$ cat config.mk
export PLATFORM = sky130hd
export DESIGN_NAME = execute_pipe
export DESIGN_NICKNAME = d
export VERILOG_FILES = /design/src/rtl/execute_pipe.sv
export SDC_FILE = /design/constraint.sdc
export NUM_CORES = 2
export LEC_CHECK = 0
export ABC_AREA = 0
export CAP_MARGIN = 0
export CORE_ASPECT_RATIO = 1.75
export CORE_UTILIZATION = 42
export CTS_CLUSTER_DIAMETER = 60
export CTS_CLUSTER_SIZE = 12
export DETAILED_ROUTE_END_ITERATION = 12
export PLACE_DENSITY = 0.69
export SETUP_SLACK_MARGIN = 0.15
export SYNTH_ARGS = -nofsm -noshare
export SYNTH_HDL_FRONTEND = slang
export SYNTH_SLANG_ARGS = --single-unit
$ cat constraint.sdc
create_clock -name i_clk -period 5 [get_ports i_clk]
set_input_delay 0.5 -clock i_clk [delete_from_list [all_inputs] [get_ports i_clk]]
set_output_delay 0.5 -clock i_clk [all_outputs]
set_load 0.005 [all_outputs]
$ cat src/rtl/execute_pipe.sv
// Execute stage of the pipelined RV core: operand forwarding, ALU, branch/jump
// resolution and an iterative M-extension unit. The outputs form the EX/MEM register.
module execute_pipe #(
  parameter int XLEN  = 32,
  parameter int MD_EN = 1
) (
  input  logic            i_clk,
  input  logic            i_rst,
  input  logic            i_valid,
  input  logic            i_flush,
  input  logic [XLEN-1:0] i_pc,
  input  logic [XLEN-1:0] i_rs1_data,
  input  logic [XLEN-1:0] i_rs2_data,
  input  logic [XLEN-1:0] i_imm,
  input  logic [4:0]      i_rs1,
  input  logic [4:0]      i_rs2,
  input  logic [4:0]      i_rd,
  input  logic [2:0]      i_opsel,
  input  logic [3:0]      i_alu_flags,
  input  logic [4:0]      i_br_ctrl,
  input  logic [1:0]      i_res_sel,
  input  logic            i_md,
  input  logic [4:0]      i_exmem_rd,
  input  logic [4:0]      i_memwb_rd,
  input  logic [XLEN-1:0] i_exmem_data,
  input  logic [XLEN-1:0] i_memwb_data,
  output logic            o_stall,
  output logic            o_valid,
  output logic [XLEN-1:0] o_result,
  output logic [4:0]      o_rd,
  output logic [XLEN-1:0] o_next_pc,
  output logic            o_redirect,
  output logic            o_trap
);

  localparam int SHW = $clog2(XLEN);
  localparam int CW  = $clog2(XLEN);
  localparam logic [CW-1:0] CNT_LAST = CW'(XLEN - 1);

  typedef enum logic [1:0] {IDLE, CALC, FIX} md_state_t;

  function automatic logic [XLEN-1:0] neg_if(input logic [XLEN-1:0] x, input logic n);
    return n ? ('0 - x) : x;
  endfunction

  function automatic logic [2*XLEN-1:0] neg_if_dw(input logic [2*XLEN-1:0] x, input logic n);
    return n ? ('0 - x) : x;
  endfunction

  // ---- stage p0: forwarding, ALU, branch resolution ----
  logic [XLEN-1:0] fwd_rs1, fwd_rs2;

  always_comb begin
    fwd_rs1 = i_rs1_data;
    if (i_rs1 != 5'd0 && i_rs1 == i_exmem_rd)      fwd_rs1 = i_exmem_data;
    else if (i_rs1 != 5'd0 && i_rs1 == i_memwb_rd) fwd_rs1 = i_memwb_data;
    fwd_rs2 = i_rs2_data;
    if (i_rs2 != 5'd0 && i_rs2 == i_exmem_rd)      fwd_rs2 = i_exmem_data;
    else if (i_rs2 != 5'd0 && i_rs2 == i_memwb_rd) fwd_rs2 = i_memwb_data;
  end

  logic imm_alu, alu_sub, alu_uns, alu_arith;
  logic br_branch, br_lteq, br_expn, br_jump, br_rjump;
  assign {imm_alu, alu_sub, alu_uns, alu_arith}           = i_alu_flags;
  assign {br_branch, br_lteq, br_expn, br_jump, br_rjump} = i_br_ctrl;

  logic [XLEN-1:0]        op2;
  logic signed [XLEN-1:0] op1_s, op2_s, sra_res;
  logic [SHW-1:0]         shamt;
  logic                   eq, lt_s, lt_u, lt;
  logic [XLEN-1:0]        alu_res;

  assign op2     = imm_alu ? i_imm : fwd_rs2;
  assign op1_s   = signed'(fwd_rs1);
  assign op2_s   = signed'(op2);
  assign shamt   = op2[SHW-1:0];
  assign sra_res = op1_s >>> shamt;
  assign eq      = (fwd_rs1 == op2);
  assign lt_s    = (op1_s < op2_s);
  assign lt_u    = (fwd_rs1 < op2);
  assign lt      = alu_uns ? lt_u : lt_s;

  always_comb begin
    alu_res = '0;
    case (i_opsel)
      3'b000:  alu_res = alu_sub ? (fwd_rs1 - op2) : (fwd_rs1 + op2);
      3'b001:  alu_res = fwd_rs1 << shamt;
      3'b010:  alu_res = {{(XLEN-1){1'b0}}, lt_s};
      3'b011:  alu_res = {{(XLEN-1){1'b0}}, lt_u};
      3'b100:  alu_res = fwd_rs1 ^ op2;
      3'b101:  alu_res = alu_arith ? sra_res : (fwd_rs1 >> shamt);
      3'b110:  alu_res = fwd_rs1 | op2;
      default: alu_res = fwd_rs1 & op2;
    endcase
  end

  logic            taken, redirect;
  logic [XLEN-1:0] pc4, pc_imm, next_pc, ex_result;

  assign pc4      = i_pc + XLEN'(4);
  assign pc_imm   = i_pc + i_imm;
  assign taken    = br_jump | (br_branch & (br_expn ^ (br_lteq ? lt : eq)));
  assign next_pc  = br_rjump ? {alu_res[XLEN-1:1], 1'b0} : (taken ? pc_imm : pc4);
  assign redirect = i_valid & (taken | br_rjump);

  always_comb begin
    case (i_res_sel)
      2'b00:   ex_result = alu_res;
      2'b01:   ex_result = pc4;
      2'b10:   ex_result = i_imm;
      default: ex_result = pc_imm;
    endcase
  end

  // ---- mul/div sequencer: magnitudes iterate XLEN times, signs restored in FIX ----
  md_state_t       md_state;
  logic [CW-1:0]   md_cnt;
  logic            md_req;
  logic [2:0]      md_op;
  logic [XLEN-1:0] md_hi, md_lo, md_b, md_pc4;
  logic [4:0]      md_rd;
  logic            md_neg, md_rneg, md_bzero;

  assign md_req  = (MD_EN != 0) && i_valid && i_md && !i_flush;
  assign o_stall = (md_state == CALC) || (md_state == IDLE && md_req);

  // MULHU, DIVU, REMU are fully unsigned; MULHSU keeps only rs1 signed
  logic a_sgn, b_sgn, a_neg, b_neg;
  assign a_sgn = (i_opsel != 3'b011) && (i_opsel != 3'b101) && (i_opsel != 3'b111);
  assign b_sgn = a_sgn && (i_opsel != 3'b010);
  assign a_neg = a_sgn & fwd_rs1[XLEN-1];
  assign b_neg = b_sgn & fwd_rs2[XLEN-1];

  always_ff @(posedge i_clk or negedge i_rst) begin
    if (!i_rst) begin
      md_state <= IDLE;
      md_cnt   <= '0;
    end else if (i_flush) begin
      md_state <= IDLE;
    end else begin
      case (md_state)
        IDLE: if (md_req) begin
          md_state <= CALC;
          md_cnt   <= '0;
        end
        CALC: if (md_cnt == CNT_LAST) md_state <= FIX;
              else                    md_cnt   <= md_cnt + CW'(1);
        default: md_state <= IDLE;
      endcase
    end
  end

  logic [XLEN-1:0] mul_add, nxt_hi, nxt_lo;
  logic [XLEN:0]   mul_sum, div_sh, div_dif;

  always_comb begin
    mul_add = md_lo[0] ? md_b : '0;
    mul_sum = {1'b0, md_hi} + {1'b0, mul_add};
    div_sh  = {md_hi, md_lo[XLEN-1]};
    div_dif = div_sh - {1'b0, md_b};
    if (!md_op[2]) begin
      nxt_hi = mul_sum[XLEN:1];
      nxt_lo = {mul_sum[0], md_lo[XLEN-1:1]};
    end else if (!div_dif[XLEN]) begin
      nxt_hi = div_dif[XLEN-1:0];
      nxt_lo = {md_lo[XLEN-2:0], 1'b1};
    end else begin
      nxt_hi = div_sh[XLEN-1:0];
      nxt_lo = {md_lo[XLEN-2:0], 1'b0};
    end
  end

  always_ff @(posedge i_clk) begin
    if (md_state == IDLE && md_req) begin
      md_op    <= i_opsel;
      md_hi    <= '0;
      md_lo    <= neg_if(fwd_rs1, a_neg);
      md_b     <= neg_if(fwd_rs2, b_neg);
      md_neg   <= a_neg ^ b_neg;
      md_rneg  <= a_neg;
      md_bzero <= (fwd_rs2 == '0);
      md_rd    <= i_rd;
      md_pc4   <= pc4;
    end else if (md_state == CALC) begin
      md_hi <= nxt_hi;
      md_lo <= nxt_lo;
    end
  end

  logic [2*XLEN-1:0] prod_fix;
  logic [XLEN-1:0]   quo_fix, rem_fix, md_result;

  always_comb begin
    prod_fix = neg_if_dw({md_hi, md_lo}, md_neg);
    quo_fix  = md_bzero ? '1 : neg_if(md_lo, md_neg);
    rem_fix  = neg_if(md_hi, md_rneg);
    if (!md_op[2]) md_result = (md_op[1:0] == 2'b00) ? prod_fix[XLEN-1:0] : prod_fix[2*XLEN-1:XLEN];
    else           md_result = md_op[1] ? rem_fix : quo_fix;
  end

  // ---- stage p1: EX/MEM register ----
  logic            vld_p1, redir_p1, trap_p1;
  logic [4:0]      rd_p1;
  logic [XLEN-1:0] res_p1, npc_p1;

  always_ff @(posedge i_clk or negedge i_rst) begin
    if (!i_rst) begin
      vld_p1   <= 1'b0;
      rd_p1    <= '0;
      redir_p1 <= 1'b0;
      trap_p1  <= 1'b0;
      res_p1   <= '0;
      npc_p1   <= '0;
    end else if (i_flush || o_stall) begin
      vld_p1   <= 1'b0;
      rd_p1    <= '0;
      redir_p1 <= 1'b0;
      trap_p1  <= 1'b0;
    end else if (md_state == FIX) begin
      vld_p1   <= 1'b1;
      rd_p1    <= md_rd;
      redir_p1 <= 1'b0;
      trap_p1  <= 1'b0;
      res_p1   <= md_result;
      npc_p1   <= md_pc4;
    end else begin
      vld_p1   <= i_valid;
      rd_p1    <= i_valid ? i_rd : 5'd0;
      redir_p1 <= redirect;
      trap_p1  <= redirect && (next_pc[1:0] != 2'b00);
      res_p1   <= ex_result;
      npc_p1   <= next_pc;
    end
  end

  assign o_valid    = vld_p1;
  assign o_rd       = rd_p1;
  assign o_redirect = redir_p1;
  assign o_trap     = trap_p1;
  assign o_result   = res_p1;
  assign o_next_pc  = npc_p1;

endmodule

==> results.json, run 1 <==
{
  "syn-num-nets": 4673,
  "yosys.area.top_type": "edfxtp_1",
  "synth-warning-count": 0,
  "synth_cell_types": 119,
  "error": "[ERROR GRT-0116] Global routing finished with congestion. Check the congestion regions in the DRC Viewer.",
  "hpwl_um": 173000,
  "synthArstFlopShare_pct": 36.2,
  "synth_edf_count": 107,
  "fp.dieW_um": 208,
  "ioPinCount": 309,
  "clockBufferDepth": 3,
  "synth_top_area_share_pct": 10.3,
  "stop_stage": "5_1_grt",
  "synthTopCellsByArea": "edfxtp_1, ha_1, dfrtp_1",
  "grt_start_max_net_pins": 102,
  "place_congestion": 1.20,
  "fp-row-count": 131,
  "io_buffer_count": 308,
  "first_global_vias": 47656,
  "initial_core_util_pct": 42.6,
  "grt_pass1_wl_um": 371000,
  "syn_area_per_cell_sq_um": 7.36,
  "syn_inst": 4237,
  "cts_buffers": 22,
  "fp.dieH_um": 363,
  "grt_overflow_total": 391,
  "ys.flop_type": "edfxtp_1",
  "status": "stopped before the end",
  "clkSinkCount": 218,
  "synth-seq-area-share_pct": 18.7,
  "h-tree-depth": 1,
  "synth_seq_cells": 218,
  "globalRouteTotalUtil_pct": 66.4,
  "syn_area_sq_mm": 0.0312,
  "root_buffer": "clkbuf_16"
}
## per-layer routing
| layer | GRT overflow | global-route usage (%) |
|---|---|---|
| met5 | 0 | 12.6 |
| met4 | 152 | 71.6 |
| met3 | 1 | 39.2 |
| met2 | 238 | 92.5 |
| met1 | 0 | 64.6 |
## cells in the mapped netlist, drive strengths merged, types with 31 or more instances
cell type and count:
o22ai 36, nor3 127, nand3 170, o21bai 31, a21oi 388, clkbuf 216, nand4 63, mux2i 114
ha 197, dfrtp 79, o21a 33, mux2 35, a21o 58, inv 175, o211ai 68, a221oi 37
a22oi 32, edfxtp 107, or3 43, nand2 390, nand2b 35, xor2 107, o31ai 71, nor2b 34
nor2 336, a31oi 84, xnor2 203, a211oi 48, nor4 34, dfxtp 32, o21ai 378, buf 78
and3 50
## repair_timing
action	CTS
gates cloned	4
hold buffers	1
hold endpoints to repair	10
endpoints found under the setup margin	65
pin swaps	68
setup buffers	36
resized for setup	223
## kinds of logic after synthesis
| logic type | Yosys count | share of synthesized area (%) |
|---|---|---|
| AOI/OAI and AO/OA | 1496 | 31.3 |
| xor gates and xnor gates | 310 | 8.70 |
| adders and majority gates | 200 | 8.09 |
| buffers and inverters | 475 | 6.17 |
| DFF | 218 | 18.7 |
| muxes | 159 | 5.64 |
| and+or+nand+nor | 1379 | 21.3 |
## metrics by stage
step                      hold WS [ns]  std cells  setup TNS (ns)  area [sq um]  worst slack (ns)
after floorplan                  0.204       4237          -17.95         31600            -0.569
after global placement           0.346       6212          -73.73         42700             -1.56
after detailed placement         0.350       6212          -79.09         42700             -1.68
after CTS                        0.337       6293           -2.74         44600            -0.199
==> run 2: changes to the inputs <==
- CORE_ASPECT_RATIO: 1.75 -> unset
- CORE_UTILIZATION: 42 -> 27
- CTS_CLUSTER_DIAMETER: 60 -> unset
- CTS_CLUSTER_SIZE: 12 -> unset
- PLACE_DENSITY: 0.69 -> unset
- PLACE_DENSITY_LB_ADDON: unset -> 0.15
- SETUP_SLACK_MARGIN: 0.15 -> unset
==> run 2 against run 1 <==
The flow now finishes, with violations (design-rule violations, negative setup slack). Synthesized cell count unchanged. Area after synthesis unchanged.
==> results.json, run 2 <==
{
  "status": "complete, but fails checks",
  "violations": "design-rule violations, negative setup slack",
  "mostFrequentLayoutCell": "buf_4",
  "yosys-top-cells-count": "nand2_1, a21oi_1, o21ai_0",
  "worstRegToRegCells": 12,
  "globalRouteTotalUtil_pct": 34.7,
  "fin_crit_sh_pct": 103,
  "worst_slew_pin_slew_ns": 1.25,
  "drc_errors": 60,
  "crit_required_ns": 5.42,
  "fillCellCount": 11961,
  "post_drt_wl_per_cell_um": 30.4,
  "wl_um": 209000,
  "drive_gt1_share_pct": 28.7,
  "drt-initial-drc-count": 4315,
  "worst_slack_ns": -0.163,
  "synthTopCellsByArea": "edfxtp_1, ha_1, dfrtp_1",
  "synthArstFlopShare_pct": 36.2,
  "first_global_vias": 38674,
  "ys.flop_type": "edfxtp_1",
  "multi_input_area_sq_mm": 0.0253,
  "slew_headroom_pct": 16.8,
  "path_class": "input pin to flip-flop",
  "clockBufferDepth": 3,
  "fp.dieW_um": 342,
  "final.min_clock_period_ns": 5.16,
  "h-tree-depth": 1,
  "syn_area_sq_mm": 0.0312,
  "setup_violations": 32,
  "dieArea_sq_mm": 0.117,
  "yosys.area.top_type": "edfxtp_1",
  "cap_violations": 0,
  "slew_violations": 0,
  "vias": 39901,
  "clkSinkCount": 218,
  "peakVddDrop_v": 0.000261,
  "synth_cell_types": 119,
  "cts_tree": "done",
  "clkTransAtPathRegs_ns": 0.06,
  "cts_buffers": 25,
  "finish.utilization_pct": 40.7,
  "initial_core_util_pct": 27.2,
  "power_density_mw_per_mm2": 298,
  "syn_area_per_cell_sq_um": 7.36,
  "synth-seq-area-share_pct": 18.7,
  "cp.arrival_ns": 5.58,
  "dr.pass1.iters": 11,
  "post-place-ws_ns": -1.90,
  "nets": 5799,
  "register_area_sq_mm": 0.00583,
  "fmaxAchievable_ghz": 0.194,
  "hpwl_um": 172000,
  "syn_inst": 4237,
  "ioPinCount": 309,
  "layout-area-overhead-vs-synth_pct": 49.2,
  "viasPerCell": 5.78,
  "leakage_nw": 19.7,
  "ant_nets": 0,
  "whs_ns": 0.462,
  "rsz0062_at_grt": "true",
  "synth-warning-count": 0,
  "clock_latency_ns": 0.56,
  "final_cell_mix": "buf_4, nand2_1, a21oi_1",
  "synth_seq_cells": 218,
  "fp.coreArea_sq_mm": 0.115,
  "cp-end-kind": "flip-flop",
  "grt_overflow_total": 0,
  "syn-num-nets": 4673,
  "finalHoldViolations": 0,
  "critPathLaunch": "i_rs2[2]",
  "antenna_found_initial": 10,
  "synth_top_area_share_pct": 10.3,
  "synth_edf_count": 107,
  "clock_skew_ns": 0.0170,
  "io_buffer_count": 308,
  "crit_path_start_kind": "input pin",
  "fp-row-count": 124,
  "root_buffer": "clkbuf_16",
  "place_congestion": 1.04,
  "hold_path.class": "input pin to async pin",
  "r2r_start": "md_lo[0]$_DFFE_PP_",
  "yosysMostFrequentCell": "nand2_1",
  "fp.dieH_um": 342,
  "worstPathMaxFanout": 8,
  "grt_pass1_wl_um": 292000,
  "grt_start_max_net_pins": 82
}
run 2: cell type report:
cell class / instances / share of cell area (%)
clock buffer: 29 / 1.42
sequential: 218 / 12.5
antenna: 9 / 0.0484
tap: 1512 / 4.06
multi-input combinational: 3544 / 54.4
inverter: 181 / 1.48
timing repair buffer: 1393 / 25.7
clock inverter: 15 / 0.333
run 2: report_power, final:
group	internal (mW)	switching, mW	total, mW
Clock	1.07	0.873	1.94
Sequential	2.19	0.480	2.67
Combinational	4.04	5.20	9.25
Total	7.30	6.56	13.9
run 2: routing by layer:
metal	global-route usage, %	wire length, um
met1	42.5	83500
met2	56.3	94200
met3	5.25	14100
met4	23.2	17700
met5	0	59
run 2: repair_timing:
item	4_1_cts	5_1_grt
cloned	4	1
setup buffers	35	25
setup endpoints to repair	64	61
pin swaps	76	75
hold buffers	1	0
resized for setup	252	166
endpoints found under the hold margin	32	0
run 2: kinds of logic after synthesis:
family | count (synthesis) | synth area share (%)
muxes | 159 | 5.64
DFF | 218 | 18.7
and+or+nand+nor | 1379 | 21.3
xor gates and xnor gates | 310 | 8.70
buffers and inverters | 475 | 6.17
adders and majority gates | 200 | 8.09
AOI/OAI and AO/OA | 1496 | 31.3
run 2: final timing paths:
path | slack (ns) | endpoint
worst max-delay path | -0.16 | o_next_pc[14]$_DFFE_PN0P_
worst min-delay path | 0.46 | o_result[25]$_DFFE_PN0P_
worst max register to register | 0.38 | o_result[12]$_DFFE_PN0P_
worst min register to register | 0.47 | o_rd[4]$_DFF_PN0_
max in group asynchronous | 3.49 | o_result[18]$_DFFE_PN0P_
min in group i_clk | 0.47 | o_rd[4]$_DFF_PN0_
run 2: worst max-delay path, stage by stage:
cell and delay (ns):
buf_6 0.10, or4_4 0.53, or2_4 0.26, nand3_4 0.14, buf_12 0.18, mux2i_2 0.24, a21oi_2 0.11, mux2_4 0.30
ha_4 0.24, nor4_4 0.20, buf_4 0.17, nor4b_4 0.30, nand3_4 0.17, nor3_4 0.17, a21o_1 0.15, a31oi_2 0.05
or3_4 0.44, o221a_4 0.24, a211o_4 0.35, buf_12 0.16, buf_12 0.14, mux2_4 0.30, nand2_2 0.07, nand3_2 0.06
run 2: through the flow:
stage | total power, mW | cells | TNS, ns | area, sq um
after global placement | 11.3 | 6790 | -92.58 | 43400
after global routing | 14.5 | 6893 | -8.85 | 46500
after floorplan | 7.01 | 4237 | -17.90 | 31500
after CTS | 13.5 | 6872 | -1.24 | 45500
after detailed placement | 11.3 | 6790 | -95.08 | 43400
final | 13.9 | 6901 | -2.73 | 46600
Power figures use the tool's default switching activity.
